==> src/rtl/battleship_game_ctrl_if.sv <==
// Cell-read port between the game controller and the VGA colour selector.
// The selector drives (board, row, col) and gets the 3-bit cell code back in the same cycle.
interface battleship_game_ctrl_if;
  logic       rd_pc;
  logic [2:0] rd_row;
  logic [2:0] rd_col;
  logic [2:0] rd_state;

  modport master (output rd_pc, output rd_row, output rd_col, input rd_state);
  modport slave  (input rd_pc, input rd_row, input rd_col, output rd_state);
endinterface

==> src/rtl/battleship_game_ctrl.sv <==
// Turn sequencer for the 5x5 two-board battleship game: boards, cursor, turn FSM,
// PC shot generator, win detection and a combinational cell-read port.
//
// state         | meaning
// --------------+------------------------------------------------------------
// S_IDLE        | waiting for start after reset
// S_CHECK       | one cycle: win test, then dispatch on turn
// S_PLAYER_TURN | cursor moves, fire or timeout hands the turn to the PC
// S_PC_WAIT     | PC think delay
// S_PC_SEEK     | walk from the random index to the next unshot player cell
// S_PC_FIRE     | commit the PC shot, hand the turn back
// S_WIN_PLAYER  | game over, player won
// S_WIN_PC      | game over, PC won
module battleship_game_ctrl #(
  parameter logic [29:0] TIMEOUT_CYCLES  = 30'd750_000_000,
  parameter logic [29:0] PC_DELAY_CYCLES = 30'd50_000_000
) (
  input  logic                        clk,
  input  logic                        rst_n,
  input  logic                        start,
  input  logic [24:0]                 player_ships,
  input  logic [24:0]                 pc_ships,
  input  logic                        btn_up,
  input  logic                        btn_down,
  input  logic                        btn_left,
  input  logic                        btn_right,
  input  logic                        btn_fire,
  battleship_game_ctrl_if.slave       rd_if,
  output logic [2:0]                  cursor_row,
  output logic [2:0]                  cursor_col,
  output logic                        turn,
  output logic                        shot_valid,
  output logic                        game_over,
  output logic                        winner
);

  typedef enum logic [2:0] {
    S_IDLE, S_CHECK, S_PLAYER_TURN, S_PC_WAIT,
    S_PC_SEEK, S_PC_FIRE, S_WIN_PLAYER, S_WIN_PC
  } state_t;

  localparam logic [2:0] CELL_MAR         = 3'b000;
  localparam logic [2:0] CELL_D_FALLIDO   = 3'b001;
  localparam logic [2:0] CELL_B_DESTRUIDO = 3'b010;
  localparam logic [2:0] CELL_D_ACERTADO  = 3'b011;
  localparam logic [2:0] CELL_SELECTED    = 3'b100;
  localparam logic [2:0] CELL_NO_ACTIVO   = 3'b101;

  function automatic logic [4:0] popcount25(input logic [24:0] v);
    logic [4:0] n;
    n = '0;
    for (int i = 0; i < 25; i++) n = n + 5'(v[i]);
    return n;
  endfunction

  function automatic logic [4:0] cell_idx(input logic [2:0] r, input logic [2:0] c);
    return ({2'b00, r} << 2) + {2'b00, r} + {2'b00, c};
  endfunction

  function automatic logic [2:0] wrap_inc(input logic [2:0] v);
    return (v == 3'd4) ? 3'd0 : v + 3'd1;
  endfunction

  function automatic logic [2:0] wrap_dec(input logic [2:0] v);
    return (v == 3'd0) ? 3'd4 : v - 3'd1;
  endfunction

  state_t      state_q, state_d;
  logic [24:0] player_ships_q, player_ships_d;
  logic [24:0] pc_ships_q, pc_ships_d;
  logic [24:0] player_shot_q, player_shot_d;
  logic [24:0] pc_shot_q, pc_shot_d;
  logic [4:0]  player_cnt_q, player_cnt_d;
  logic [4:0]  pc_cnt_q, pc_cnt_d;
  logic [4:0]  player_hits_q, player_hits_d;
  logic [4:0]  pc_hits_q, pc_hits_d;
  logic [2:0]  cur_row_q, cur_row_d;
  logic [2:0]  cur_col_q, cur_col_d;
  logic        turn_q, turn_d;
  logic        shot_valid_q, shot_valid_d;
  logic [29:0] timer_q, timer_d;
  logic [7:0]  lfsr_q, lfsr_d;
  logic [4:0]  seek_idx_q, seek_idx_d;

  logic [4:0]  cur_idx;
  logic [4:0]  lfsr_idx;

  assign cur_idx  = cell_idx(cur_row_q, cur_col_q);
  assign lfsr_idx = (lfsr_q[4:0] >= 5'd25) ? lfsr_q[4:0] - 5'd25 : lfsr_q[4:0];

  always_comb begin
    state_d        = state_q;
    player_ships_d = player_ships_q;
    pc_ships_d     = pc_ships_q;
    player_shot_d  = player_shot_q;
    pc_shot_d      = pc_shot_q;
    player_cnt_d   = player_cnt_q;
    pc_cnt_d       = pc_cnt_q;
    player_hits_d  = player_hits_q;
    pc_hits_d      = pc_hits_q;
    cur_row_d      = cur_row_q;
    cur_col_d      = cur_col_q;
    turn_d         = turn_q;
    shot_valid_d   = 1'b0;
    timer_d        = timer_q;
    seek_idx_d     = seek_idx_q;
    // x^8+x^6+x^5+x^4+1, shifting left
    lfsr_d         = {lfsr_q[6:0], lfsr_q[7] ^ lfsr_q[5] ^ lfsr_q[4] ^ lfsr_q[3]};

    case (state_q)
      S_IDLE: ;
      S_CHECK: begin
        timer_d = '0;
        if (pc_hits_q == pc_cnt_q)
          state_d = S_WIN_PLAYER;
        else if (player_hits_q == player_cnt_q)
          state_d = S_WIN_PC;
        else
          state_d = turn_q ? S_PC_WAIT : S_PLAYER_TURN;
      end
      S_PLAYER_TURN: begin
        if (btn_fire && !pc_shot_q[cur_idx]) begin
          pc_shot_d[cur_idx] = 1'b1;
          if (pc_ships_q[cur_idx]) pc_hits_d = pc_hits_q + 5'd1;
          shot_valid_d = 1'b1;
          turn_d       = 1'b1;
          state_d      = S_CHECK;
        end else if (timer_q == TIMEOUT_CYCLES - 30'd1) begin
          turn_d  = 1'b1;
          state_d = S_CHECK;
        end else begin
          timer_d = timer_q + 30'd1;
        end
        // A fire pulse always wins over a simultaneous move.
        if (!btn_fire) begin
          if (btn_up)         cur_row_d = wrap_dec(cur_row_q);
          else if (btn_down)  cur_row_d = wrap_inc(cur_row_q);
          else if (btn_left)  cur_col_d = wrap_dec(cur_col_q);
          else if (btn_right) cur_col_d = wrap_inc(cur_col_q);
        end
      end
      S_PC_WAIT: begin
        if (timer_q == PC_DELAY_CYCLES - 30'd1) begin
          timer_d    = '0;
          seek_idx_d = lfsr_idx;
          state_d    = S_PC_SEEK;
        end else begin
          timer_d = timer_q + 30'd1;
        end
      end
      S_PC_SEEK: begin
        if (player_shot_q[seek_idx_q])
          seek_idx_d = (seek_idx_q == 5'd24) ? 5'd0 : seek_idx_q + 5'd1;
        else
          state_d = S_PC_FIRE;
      end
      S_PC_FIRE: begin
        player_shot_d[seek_idx_q] = 1'b1;
        if (player_ships_q[seek_idx_q]) player_hits_d = player_hits_q + 5'd1;
        shot_valid_d = 1'b1;
        turn_d       = 1'b0;
        state_d      = S_CHECK;
      end
      S_WIN_PLAYER, S_WIN_PC: ;
      default: state_d = S_IDLE;
    endcase

    if (start) begin
      player_ships_d = player_ships;
      pc_ships_d     = pc_ships;
      player_cnt_d   = popcount25(player_ships);
      pc_cnt_d       = popcount25(pc_ships);
      player_shot_d  = '0;
      pc_shot_d      = '0;
      player_hits_d  = '0;
      pc_hits_d      = '0;
      timer_d        = '0;
      turn_d         = 1'b0;
      shot_valid_d   = 1'b0;
      state_d        = S_CHECK;
    end
  end

  always_ff @(posedge clk or negedge rst_n) begin
    if (!rst_n) begin
      state_q        <= S_IDLE;
      player_ships_q <= '0;
      pc_ships_q     <= '0;
      player_shot_q  <= '0;
      pc_shot_q      <= '0;
      player_cnt_q   <= '0;
      pc_cnt_q       <= '0;
      player_hits_q  <= '0;
      pc_hits_q      <= '0;
      cur_row_q      <= '0;
      cur_col_q      <= '0;
      turn_q         <= 1'b0;
      shot_valid_q   <= 1'b0;
      timer_q        <= '0;
      lfsr_q         <= 8'hA5;
      seek_idx_q     <= '0;
    end else begin
      state_q        <= state_d;
      player_ships_q <= player_ships_d;
      pc_ships_q     <= pc_ships_d;
      player_shot_q  <= player_shot_d;
      pc_shot_q      <= pc_shot_d;
      player_cnt_q   <= player_cnt_d;
      pc_cnt_q       <= pc_cnt_d;
      player_hits_q  <= player_hits_d;
      pc_hits_q      <= pc_hits_d;
      cur_row_q      <= cur_row_d;
      cur_col_q      <= cur_col_d;
      turn_q         <= turn_d;
      shot_valid_q   <= shot_valid_d;
      timer_q        <= timer_d;
      lfsr_q         <= lfsr_d;
      seek_idx_q     <= seek_idx_d;
    end
  end

  assign cursor_row = cur_row_q;
  assign cursor_col = cur_col_q;
  assign turn       = turn_q;
  assign shot_valid = shot_valid_q;
  assign game_over  = (state_q == S_WIN_PLAYER) || (state_q == S_WIN_PC);
  assign winner     = (state_q == S_WIN_PC);

  logic [4:0] rd_idx;
  logic       rd_shot;
  logic       rd_ship;

  // Once the game is over the loser's ships are all hit, so any unshot ship left is a survivor.
  always_comb begin
    rd_idx  = cell_idx(rd_if.rd_row, rd_if.rd_col);
    rd_shot = rd_if.rd_pc ? pc_shot_q[rd_idx] : player_shot_q[rd_idx];
    rd_ship = rd_if.rd_pc ? pc_ships_q[rd_idx] : player_ships_q[rd_idx];
    rd_if.rd_state = CELL_MAR;
    if (rd_if.rd_row > 3'd4 || rd_if.rd_col > 3'd4)
      rd_if.rd_state = CELL_NO_ACTIVO;
    else if (rd_shot && rd_ship)
      rd_if.rd_state = CELL_D_ACERTADO;
    else if (rd_shot)
      rd_if.rd_state = CELL_D_FALLIDO;
    else if (game_over && rd_ship)
      rd_if.rd_state = CELL_B_DESTRUIDO;
    else if (state_q == S_PLAYER_TURN && rd_if.rd_pc &&
             rd_if.rd_row == cur_row_q && rd_if.rd_col == cur_col_q)
      rd_if.rd_state = CELL_SELECTED;
  end

endmodule
==> src/flat_wrapper.sv <==
// flat-port wrapper written by rule: the top's interface ports become plain ports
module battleship_game_ctrl_flat 
#(
  parameter logic [29:0] TIMEOUT_CYCLES  = 30'd750_000_000,
  parameter logic [29:0] PC_DELAY_CYCLES = 30'd50_000_000
)
  (clk, rst_n, start, player_ships, pc_ships, btn_up, btn_down, btn_left, btn_right, btn_fire, cursor_row, cursor_col, turn, shot_valid, game_over, winner, rd_if_rd_pc, rd_if_rd_row, rd_if_rd_col, rd_if_rd_state);
  battleship_game_ctrl_if rd_if_i ();
  input  logic clk;
  input  logic rst_n;
  input  logic start;
  input  logic [24:0] player_ships;
  input  logic [24:0] pc_ships;
  input  logic btn_up;
  input  logic btn_down;
  input  logic btn_left;
  input  logic btn_right;
  input  logic btn_fire;
  output logic [2:0] cursor_row;
  output logic [2:0] cursor_col;
  output logic turn;
  output logic shot_valid;
  output logic game_over;
  output logic winner;
  input wire logic [$bits(rd_if_i.rd_pc)-1:0] rd_if_rd_pc;
  input wire logic [$bits(rd_if_i.rd_row)-1:0] rd_if_rd_row;
  input wire logic [$bits(rd_if_i.rd_col)-1:0] rd_if_rd_col;
  output wire logic [$bits(rd_if_i.rd_state)-1:0] rd_if_rd_state;
  assign rd_if_i.rd_pc = rd_if_rd_pc;
  assign rd_if_i.rd_row = rd_if_rd_row;
  assign rd_if_i.rd_col = rd_if_rd_col;
  assign rd_if_rd_state = rd_if_i.rd_state;
  battleship_game_ctrl #(.TIMEOUT_CYCLES(TIMEOUT_CYCLES), .PC_DELAY_CYCLES(PC_DELAY_CYCLES)) u_core (.clk(clk), .rst_n(rst_n), .start(start), .player_ships(player_ships), .pc_ships(pc_ships), .btn_up(btn_up), .btn_down(btn_down), .btn_left(btn_left), .btn_right(btn_right), .btn_fire(btn_fire), .rd_if(rd_if_i), .cursor_row(cursor_row), .cursor_col(cursor_col), .turn(turn), .shot_valid(shot_valid), .game_over(game_over), .winner(winner));
endmodule
==> config.mk <==
export PLATFORM = sky130hd
export DESIGN_NAME = battleship_game_ctrl_flat
export DESIGN_NICKNAME = d
export VERILOG_FILES = /design/src/rtl/battleship_game_ctrl_if.sv /design/src/rtl/battleship_game_ctrl.sv /design/src/flat_wrapper.sv
export SDC_FILE = /design/constraint.sdc
export NUM_CORES = 1
export LEC_CHECK = 0
export ABC_AREA = 1
export CAP_MARGIN = 20
export CORE_UTILIZATION = 61
export CTS_CLUSTER_DIAMETER = 30
export DETAILED_ROUTE_END_ITERATION = 10
export HOLD_SLACK_MARGIN = 0.08
export PLACE_DENSITY = 0.82
export SLEW_MARGIN = 20
export SYNTH_ARGS = -nofsm -noshare
export SYNTH_HDL_FRONTEND = slang
export SYNTH_SLANG_ARGS = --single-unit
==> constraint.sdc <==
create_clock -name clk -period 3.49 [get_ports clk]
set_input_delay 0.5235 -clock clk [delete_from_list [all_inputs] [get_ports clk]]
set_output_delay 0.5235 -clock clk [all_outputs]
set_load 0.03 [all_outputs]
* Word-level counts from Yosys, hierarchy flattened
Cells that the tools add are included.
Storage, ports and cells: register bits 174, output and inout port bits 13, word-level logic and storage cells 222
Cells by class: add/sub/neg operators 61, magnitude comparators 8, eq/ne operators 23, multiplexer cells 73, bitwise operators 8, reduce and logical (&&, ||, !) cells 33
Operators by type and width (count):
- $add A5 B1 Y5 | 46
- $mux W25 | 5
- $mux W30 | 4
- $pmux W30 S3 | 1
- $mux W3 | 20
- $mux W5 | 11
- $or A25 B25 Y25 | 2
- $bmux W1 S5 | 8
- $add A30 B1 Y30 const B | 1
- $eq A30 B26 Y1 const B | 1
- $eq A30 B30 Y1 const B | 1
- $add A5 B3 Y5 | 4
- $eq A3 B3 Y1 const B | 6
- $lt A5 B6 Y1 const B | 3
- $mux W1 | 18
- $reduce_bool A2 Y1 | 8
- $add A5 B1 Y5 const B | 3
- $pmux W3 S5 | 1
- $reduce_and A3 Y1 | 4
- $demux W1 S5 | 2
- $eq A5 B5 Y1 | 2
- $ge A5 B1 Y1 const B | 2
- $pmux W5 S2 | 1
- $ne A3 B3 Y1 const B | 3
- 26 further kinds | 49

* Longest topological paths before layout
depth after elaboration 24, mapped depth 18, depth with buffers taken out 16

* Least setup slack after synthesis
No wires, ideal clock.
path kind input-to-reg, from input player_ships[0], to register u_core.player_cnt_q[3], library setup time 134 ps, data arrival time 4140 ps, slack -783 ps, stages 16, path buffers 0, cells stage by stage ha_1 > inv_1 > fa_1 > fa_1 > inv_1 > fa_1 > fa_1 > inv_1 > fa_1 > inv_1 > ha_1 > a21oi_1 > nor2_1 > nor2_1 > xor2_1 > o21ai_0
Between the ends: word-level cells in the longest chain between the ends 24
RTL lines:
- from (decl) | RTL line flat_wrapper.sv:12 | input logic [24:0] player_ships;
- $add A1 B1 Y2 | RTL line battleship_game_ctrl.sv:52 | for (int i = 0; i < 25; i++) n = n + 5'(v[i]);
- $add A5 B1 Y5 (23 in a row) | RTL line battleship_game_ctrl.sv:52
- to (signal assigned) | RTL line battleship_game_ctrl.sv:208 | player_cnt_q <= player_cnt_d;
- to (decl) | RTL line battleship_game_ctrl.sv:73 | logic [4:0] player_cnt_q, player_cnt_d;
Every way passes these cells. A chain may end at the register's enable or synchronous reset.

* Worst setup path in the final report
from input pc_ships[0], to register u_core.pc_cnt_q[2]
Between the ends: word-level cells in the longest chain between the ends 24
RTL lines:
- from (decl) | RTL line flat_wrapper.sv:13 | input logic [24:0] pc_ships;
- $add A1 B1 Y2 | RTL line battleship_game_ctrl.sv:52
- $add A5 B1 Y5 (23 in a row) | RTL line battleship_game_ctrl.sv:52
- to (signal assigned) | RTL line battleship_game_ctrl.sv:209 | pc_cnt_q <= pc_cnt_d;
- to (decl) | RTL line battleship_game_ctrl.sv:74 | logic [4:0] pc_cnt_q, pc_cnt_d;
Every way passes these cells.

==> out/summary.txt <==
CORE AREA -> 20,430 sq um
Die H -> 146.8 microns
Seq. cell area -> 4359 sq um
Total Routed Length -> 37,730 microns
CTS H-tree lvls -> 4
average vias per placed instance -> 5.890
Pwr Density -> 713.7 nW/um^2
pre-CTS setup slack -> -1.286 ns
Yosys warnings -> 0
Synth Instances -> 1,807
CTS sink count -> 174
Peak VDD IR -> 0.0005235 V
Mapped Avg Cell Area -> 7.081 sq um
worst skew pair latency -> 0.45 ns
vias in the first global route -> 12.55k
Post-synth EDFFs -> 0
fraction of layout instances using a drive strength above 1 -> 0.1216
CTS Buf Count -> 17
Cell Int Power -> 5.510 mW
DRT Pass-1 Iters -> 6
register share of total power -> 0.247
total grt overflow -> 0
final setup skew -> 0.01363 ns
status -> finished with violations
multi-input logic area -> 7387 sq um
Slew @ Worst Pin -> 0.8366 ns
Critical Path AT -> 4.24 ns
post-route ant nets -> 0
total I/O pin count -> 78
setup ws final -> -0.4161 ns
Rows -> 52
CP dominant cell by count -> fa_1
worst setup path class -> in2reg
WP buf/inv -> 4
Routed wire per std cell -> 17.14 microns
slowest CP cell -> fa_2
TritonCTS clock tree -> done
most frequent cell after synthesis -> nand2_1
Pleak -> 7.291 nW
area delta synth->final -> 17.94%
Clock Power Share -> 0.178
Fill cells -> 1,593
DR vias -> 12.97k
Initial Util -> 0.6263
Root Buffer -> clkbuf_16
CP peak stage delay -> 0.56 ns
GPL Wtd Cong -> 0.9136
Die W -> 146.8 microns
GRT Overall Usage -> 0.3601
Port Buf Inserts -> 77
failing checks -> negative setup slack
Ant. Diodes -> 0
WP data required -> 3.83 ns
Die Footprint -> 21,560 sq um
CP endpoint kind -> flop
Setup-failing EPs final -> 10
sequential-to-total area share from yosys stat -> 0.3407
Async SR Flop Fraction -> 1.000
hold slack final -> 0.1126 ns
pin count of the biggest net entering global routing -> 82
total placed cells including tap cells -> 2,160
CTS max path bufs -> 2
top cell type's share of synthesized area -> 0.3325
fin crit period -> 3.906 ns
antenna violations before repair -> 0
final max-slew violation count -> 0
max cap viols -> 0
hpwl dp -> 26,890 microns
P_sw -> 5.261 mW
crit start category -> input port
Synth Cell Area -> 12,800 sq um
detailed router's first-iteration violation count -> 1,200
Rel. slew slack -> 0.4422
Gate power share -> 0.575
top post-synthesis cells by count -> 464 x nand2_1, 232 x inv_1, 194 x nand3_1, 170 x dfrtp_1, 157 x o21ai_0
post-synth top area cell -> dfrtp_1
ys flop type -> dfrtp_1
min-delay worst type -> in2async
Final Core Density -> 0.7387
Max Clock Freq -> 0.2560 GHz
Synth cell types -> 51
period utilization -> 1.119
family with the most delay on the worst path -> adder cells
number of synthesized register bits -> 174
final hold vios -> 0
first-pass GRT wire length -> 61,780 microns
top cells by area, synth -> dfrtp_1 33%, nand2_1 14%, nand3_1 7.6%
Reg clk slew, reported paths -> 0.08 ns
Crit Path Max Fanout -> 2
Final nets -> 2,065
RSZ-0062 raised after global routing -> true
number of remaining DRC errors -> 0
post-route insts no fill -> 2,202
Net Sw Frac -> 0.4885
Synth Net Count -> 1,953
crit-path cells -> buf_8 -> ha_4 -> inv_2 -> fa_1 -> fa_1 -> fa_2 -> fa_1 -> fa_1 -> inv_2 -> ha_4 -> inv_2 -> fa_2 -> nor2_2 -> nor2_1 -> a22o_1
==> layout make-up <==
type	count	area share
Inverter	239	0.06011
Sequential cell	174	0.2888
Clock buffer	18	0.02910
Multi-Input combinational cell	1316	0.4895
Clock inverter	14	0.009617
Timing Repair Buffer	171	0.1005
Tap cell	270	0.02238
==> per-stage QoR <==
stage                     power, mW  cell area [sq um]  setup TNS (ns)
after global placement        8.224              14290          -12.16
after global routing          11.53              15090          -4.201
after floorplan               6.661              12850          -4.517
after detailed placement      8.439              14290          -12.82
final                         10.77              15090          -3.124
after CTS                     10.56              15000          -3.648
==> kinds of logic after synthesis <==
| group | synth area share |
|---|---|
| xor+xnor | 0.02523 |
| flops | 0.3407 |
| buf+inv | 0.09837 |
| fa+ha+maj | 0.1027 |
| simple gates | 0.2989 |
| compound gates | 0.1342 |
==> cell usage in the layout, fill, tap and decap left out, types with 24 or more instances in the layout <==
| cell type | netlist | final |
|---|---|---|
| inv_2 | 4 | 24 |
| nand2_1 | 464 | 459 |
| clkdlybuf4s50_1 | 0 | 40 |
| o211ai_1 | 26 | 26 |
| fa_1 | 40 | 31 |
| buf_4 | 7 | 86 |
| nand3_1 | 194 | 191 |
| inv_1 | 232 | 211 |
| nor2_1 | 155 | 149 |
| nand4_1 | 38 | 38 |
| dfrtp_1 | 170 | 170 |
| ha_1 | 41 | 33 |
| o21ai_0 | 157 | 150 |
| a21oi_1 | 86 | 83 |
==> power groups by stage <==
stage / combinational [mW] / sequential (mW) / clock (mW)
6_report: 6.20 / 2.66 / 1.92
5_1_grt: 6.82 / 2.70 / 2.01
4_1_cts: 5.99 / 2.65 / 1.92
3_5_place_dp: 5.76 / 2.68 / 0
3_3_place_gp: 5.56 / 2.66 / 0
2_1_floorplan: 3.98 / 2.68 / 0
==> routing by layer <==
layer | part of all wire | global-route usage | up-vias | routed length, microns
li1 | - | - | 6101 | -
met1 | 0.39 | 0.4567 | 6045 | 14650
met2 | 0.49 | 0.6036 | 673 | 18660
met3 | 0.074 | 0.05280 | 150 | 2810
met4 | 0.043 | 0.1776 | 0 | 1618
met5 | 0 | 0 | - | 0
==> timing repair <==
action,in CTS,in global routing
setup buffers,8,4
endpoints found under the setup margin,13,22
pin swaps,42,36
resized for setup,101,31
hold buffers,0,0
==> path summary, 6_finish.rpt <==
check                                           from                   end  slack (ns)  cells after the start
worst max-delay path                     pc_ships[0]    u_core.pc_cnt_q[2]       -0.42                     15
worst min-delay path                           rst_n  u_core.cursor_col[1]        0.11                      1
worst max register to register  u_core.cursor_col[2]   u_core.pc_shot_q[6]        0.23                     15
worst min register to register      u_core.lfsr_q[6]      u_core.lfsr_q[7]        0.37                      0
max in group asynchronous                      rst_n      u_core.lfsr_q[2]        2.48                      2
min in group clk                         pc_ships[1]  u_core.pc_ships_q[1]        0.33                      3
==> flip-flops by register name (all words and copies together) (netlist names) <==
signal,count
u_core.shot_valid,1
u_core.player_hits_q,5
u_core.pc_shot_q,25
u_core.player_ships_q,25
u_core.pc_hits_q,5
u_core.turn,1
u_core.player_cnt_q,5
u_core.state_q,3
u_core.lfsr_q,8
u_core.pc_ships_q,25
u_core.player_shot_q,25
u_core.cursor_col,3
u_core.cursor_row,3
u_core.seek_idx_q,5
u_core.pc_cnt_q,5
u_core.timer_q,30
Power figures use the tool's default switching activity.
